===== src/rtl/iter_shifter.sv =====
// rtl/iter_shifter.sv - iterative SLL/SRL/SRA unit, 4-bit or 1-bit step per cycle
// One operation in flight; valid/ready handshake on both request and result.
module iter_shifter #(
  parameter int WIDTH = 32,
  parameter int SW    = $clog2(WIDTH)
) (
  input  logic             clk,
  input  logic             rst_n,
  input  logic             in_valid,
  output logic             in_ready,
  input  logic [WIDTH-1:0] in_data,
  input  logic [SW-1:0]    in_shamt,
  input  logic [1:0]       in_op,
  output logic             out_valid,
  input  logic             out_ready,
  output logic [WIDTH-1:0] out_data
);

  typedef enum logic [1:0] {IDLE, SHIFT, DONE} state_t;

  localparam logic [SW-1:0] FOUR = SW'(4);
  localparam logic [SW-1:0] ONE  = SW'(1);

  state_t           state;
  logic [WIDTH-1:0] acc;
  logic [SW-1:0]    rem;
  logic [1:0]       op;

  logic             big_step;
  logic [WIDTH-1:0] shifted;
  logic [SW-1:0]    rem_next;

  assign big_step = (rem >= FOUR);
  assign rem_next = big_step ? (rem - FOUR) : (rem - ONE);

  // Arithmetic right fills from acc's own MSB, which every step preserves.
  always_comb begin
    shifted = acc;
    case (op)
      2'b01: shifted = big_step ? {4'b0000, acc[WIDTH-1:4]}
                                : {1'b0, acc[WIDTH-1:1]};
      2'b11: shifted = big_step ? {{4{acc[WIDTH-1]}}, acc[WIDTH-1:4]}
                                : {acc[WIDTH-1], acc[WIDTH-1:1]};
      default: shifted = big_step ? {acc[WIDTH-5:0], 4'b0000}
                                  : {acc[WIDTH-2:0], 1'b0};
    endcase
  end

  always_ff @(posedge clk or negedge rst_n) begin
    if (!rst_n) begin
      state <= IDLE;
      acc   <= '0;
      rem   <= '0;
      op    <= 2'b00;
    end else begin
      case (state)
        IDLE: begin
          if (in_valid) begin
            acc   <= in_data;
            rem   <= in_shamt;
            op    <= in_op;
            state <= (in_shamt == '0) ? DONE : SHIFT;
          end
        end
        SHIFT: begin
          acc <= shifted;
          rem <= rem_next;
          if (rem_next == '0) state <= DONE;
        end
        DONE: begin
          if (out_ready) state <= IDLE;
        end
        default: state <= IDLE;
      endcase
    end
  end

  assign in_ready  = (state == IDLE);
  assign out_valid = (state == DONE);
  assign out_data  = acc;

endmodule


===== config.mk =====
export PLATFORM = sky130hd
export DESIGN_NAME = iter_shifter
export DESIGN_NICKNAME = d
export VERILOG_FILES = /design/src/rtl/iter_shifter.sv
export SDC_FILE = /design/constraint.sdc
export NUM_CORES = 1
export LEC_CHECK = 0
export ABC_AREA = 1
export CAP_MARGIN = 25
export CORE_ASPECT_RATIO = 0.75
export CORE_MARGIN = 5
export CORE_UTILIZATION = 50
export DETAILED_ROUTE_END_ITERATION = 8
export PLACE_DENSITY = 0.82
export SKIP_CTS_REPAIR_TIMING = 1
export SLEW_MARGIN = 10
export SYNTH_ARGS = -nofsm -noshare
export SYNTH_HDL_FRONTEND = slang
export SYNTH_SLANG_ARGS = --single-unit

===== constraint.sdc =====
create_clock -name clk -period 2.2 [get_ports clk]
set_input_delay 0.44 -clock clk [delete_from_list [all_inputs] [get_ports clk]]
set_output_delay 0.44 -clock clk [all_outputs]
set_load 0.005 [all_outputs]

==> run summary <==
====================================================================================
Cell family with the largest share of critical-path delay ............. buffers and inverters
GRT Total Usage .......................................................       23.98%
Ratio of cells with drive above 1 in the final layout .................       7.510%
Cell Chain, Critical Path ............................................. inv_1 -> nor2_1 -> clkdlybuf4s50_1
Source-to-sink clock delay at the later pin of the worst-skew pair ....      0.29 ns
Core region area ......................................................     5796 um2
Proportion of synthesized flip-flops having asynchronous set or reset .       100.0%
Highest-delay cell along the critical path ............................      dfrtp_1
Number of endpoints failing setup at the final stage ..................            0
Simple-gate area share of the yosys netlist ...........................       29.84%
Sequential cell fraction of total power ...............................        24.7%
Biggest fanout along the worst timing path ............................            4
Required time at the worst-slack endpoint .............................      1.76 ns
Sw Share ..............................................................       50.03%
Count of flip-flops with a built-in enable after synthesis ............            0
WL per Instance .......................................................     15.85 um
Net switching power ...................................................     3.213 mW
Fraction of the mapped netlist area in adder cells ....................       1.679%
Main combinational cell family by area after synthesis ................ simple AND/OR/NAND/NOR gates
Delay of the slowest critical-path stage ..............................      0.53 ns
Cells after DPL .......................................................          577
Overall overflow remaining after global route .........................            0
Relative max-transition margin ........................................       67.42%
Hold violation count in the final report ..............................            0
Total detailed-routing wirelength .....................................      9256 um
Crit path buffers/inverters ...........................................            2
Classification of the worst setup path ................................ flop to primary output
Final worst path period share .........................................       91.26%
Count of final max-slew check failures ................................            0
Class of the most critical hold timing path ........................... input pin to asynchronous set/reset pin
Post-layout minimum cycle time ........................................     2.008 ns
Highest achievable clock rate .........................................   0.4981 GHz
Worst Setup Start Kind ................................................         flop
Commonest register cell after synthesis ...............................      dfrtp_1
Effective utilization at floorplan ....................................       51.45%
Post-synthesis cell type count ........................................           35
Share of cell area taken by muxes after synthesis .....................           0%
Post-detailed-route DRC marker count ..................................            0
Vias in the first global route ........................................         3121
Sequential-to-total area share from yosys stat ........................       34.41%
Signed area change from the synthesized netlist to the final layout ...       29.67%
Diode insertion count for antenna repair ..............................            0
Tightest Pin Transition ...............................................    0.4879 ns
Pin count of the biggest net entering global routing ..................           72
Iteration-0 DRC Markers ...............................................          391
Mean instance size in the synthesized netlist .........................    6.839 um2
Worst endpoint data arrival time ......................................      1.57 ns
Xor/xnor cell area share of the yosys netlist .........................           0%
Clock root cell .......................................................     clkbuf_8
Instance count of the mapped netlist ..................................          436
Post-DP HPWL ..........................................................      6740 um
Number of placement rows ..............................................           24
Post-route antenna net violation count ................................            0
Critical path endpoint category ....................................... primary output
First-pass iteration count of the detailed router .....................            5
Chip Height ...........................................................     76.88 um
Post-route clock skew .................................................  0.005646 ns
Clock tree from TritonCTS .............................................          yes
Final worst slack .....................................................    0.1922 ns
Total number of vias ..................................................         3284
Antenna violations before repair ......................................            0
Clock power share .....................................................         8.1%
Mapped Area ...........................................................     2982 um2
Unrepaired setup endpoints after global routing .......................           no
Yosys warns ...........................................................            0
Longest Clk Path Bufs .................................................            2
Part of the total power dissipated in combinational logic .............        67.2%
Port-buffer cells .....................................................           76
Leakage power figure ..................................................     1.839 nW
Num ports .............................................................           77
Nets@finish ...........................................................          553
Design area ...........................................................     3866 um2
Run status ............................................................ complete, no violations
Post-detailed-placement cell area .....................................     3780 um2
Count of maximum capacitance violations ...............................            0
Worst vdd rail ir drop ................................................  0.0007458 V
Number of vias per cell ...............................................        5.623
Number of buffers created by CTS ......................................            5
Placement Setup Slack .................................................    0.1650 ns
Die X .................................................................     99.17 um
Clock slew at reported path FFs .......................................      0.08 ns
First-pass GRT wire length ............................................     15070 um
Final sum of negative setup slack .....................................         0 ns
Synth Register Bits ...................................................           41
Sinks on the clock net ................................................           41
Number of cells in the finished layout apart from fillers .............          584
Depth of the CTS H-tree ...............................................            2
Hold Slack ............................................................   0.01857 ns
Final Wtd Congestion ..................................................       0.9685
Power density over cell area ..........................................  1661 nW/um2
Cell internal pwr .....................................................     3.209 mW
Area of the die .......................................................     7624 um2
Share of the synthesized area in compound gates (AO/OA/AOI/OAI) .......       21.99%
Total nets after synthesis ............................................          483
====================================================================================
[synthesized netlist by cell type (2+ instances only)]
cell type / count / area share (%)
o22ai_1: 7 / 1.5
nor2_1: 44 / 5.5
clkbuf_1: 6 / 0.76
inv_2: 4 / 0.50
nor2_4: 3 / 1.1
dfrtp_1: 41 / 34
nor2_8: 2 / 1.3
o21ai_1: 7 / 1.2
o21ai_0: 62 / 10
inv_1: 52 / 6.5
buf_2: 9 / 1.5
a21oi_1: 21 / 3.5
a31oi_1: 3 / 0.63
ha_1: 4 / 1.7
nand2_4: 3 / 1.1
nand3_1: 37 / 6.2
buf_6: 4 / 1.5
nand4_1: 4 / 0.84
a21o_1: 2 / 0.50
or2_2: 2 / 0.42
nand2_1: 95 / 12
o211ai_1: 9 / 2.3
buf_4: 3 / 0.76
[area by class of cell]
type | instances | area (um2)
Multi-Input combinational cell | 315 | 1595
Inverter | 58 | 225.2
Fill cell | 501 | 1929
Timing Repair Buffer | 85 | 835.8
Tap cell | 78 | 97.59
Clock buffer | 7 | 86.33
Sequential cell | 41 | 1026
[power groups by stage]
| stage | Clock [mW] | Sequential (mW) | Combinational, mW |
|---|---|---|---|
| 6_report | 0.521 | 1.59 | 4.31 |
| 5_1_grt | 0.552 | 1.63 | 4.80 |
| 4_1_cts | 0.525 | 1.57 | 4.26 |
| 3_5_place_dp | 0 | 1.58 | 4.24 |
| 3_3_place_gp | 0 | 1.58 | 4.17 |
| 2_1_floorplan | 0 | 1.51 | 2.84 |
[final timing paths]
kind | start | to | slack [ns] | cells past startpoint
max | state[1] | out_valid | 0.19 | 3
min reg2reg | out_data[28] | out_data[28] | 0.53 | 2
max in group asynchronous | rst_n | state[0] | 1.62 | 2
max reg2reg | rem[3] | out_data[10] | 0.21 | 10
min | rst_n | out_data[1] | 0.02 | 1
min in group clk | out_data[28] | out_data[28] | 0.53 | 2
[layer usage]
metal | part of all wire (%) | vias to the layer above | GRT usage, %
met5 | 0 | - | 0
met4 | 1.6 | 0 | 6.412
met3 | 8.3 | 18 | 4.170
met2 | 44 | 172 | 36.66
met1 | 46 | 1518 | 34.84
li1 | - | 1576 | -
[state kept, by name, indices dropped and copies added, names as in the netlist]
register and count:
out_data 32, rem 5, op 2, state 2
[cells by family (layout without fill, tap and decap cells)]
| family | after synthesis | count (layout) |
|---|---|---|
| and+or+nand+nor | 194 | 194 |
| AOI/OAI and AO/OA | 117 | 117 |
| buffers and inverters | 80 | 150 |
| DFF | 41 | 41 |
| adders and majority gates | 4 | 4 |
[cells in the final DEF, fill, tap and decap left out, types with 2 or more instances in the layout]
master	instances
nand4_1	4
nand3_1	37
o21ai_1	7
ha_1	4
nand2_4	3
o21ai_0	62
a21o_1	2
o22ai_1	7
or2_2	2
buf_4	8
nor2_4	3
inv_1	52
clkdlybuf4s50_1	75
dfrtp_1	41
nor2_8	2
inv_2	4
nor2_1	44
o211ai_1	9
clkbuf_8	6
a31oi_1	3
nand2_1	95
a21oi_1	21
[per-stage QoR]
stage,total power [mW],utilization [%]
6_report,6.422,66.71
2_1_floorplan,4.355,-
5_1_grt,6.984,66.71
3_5_place_dp,5.824,65.22
4_1_cts,6.364,66.71
3_3_place_gp,5.750,65.22
No activity file was read; power rests on OpenSTA's default activity.
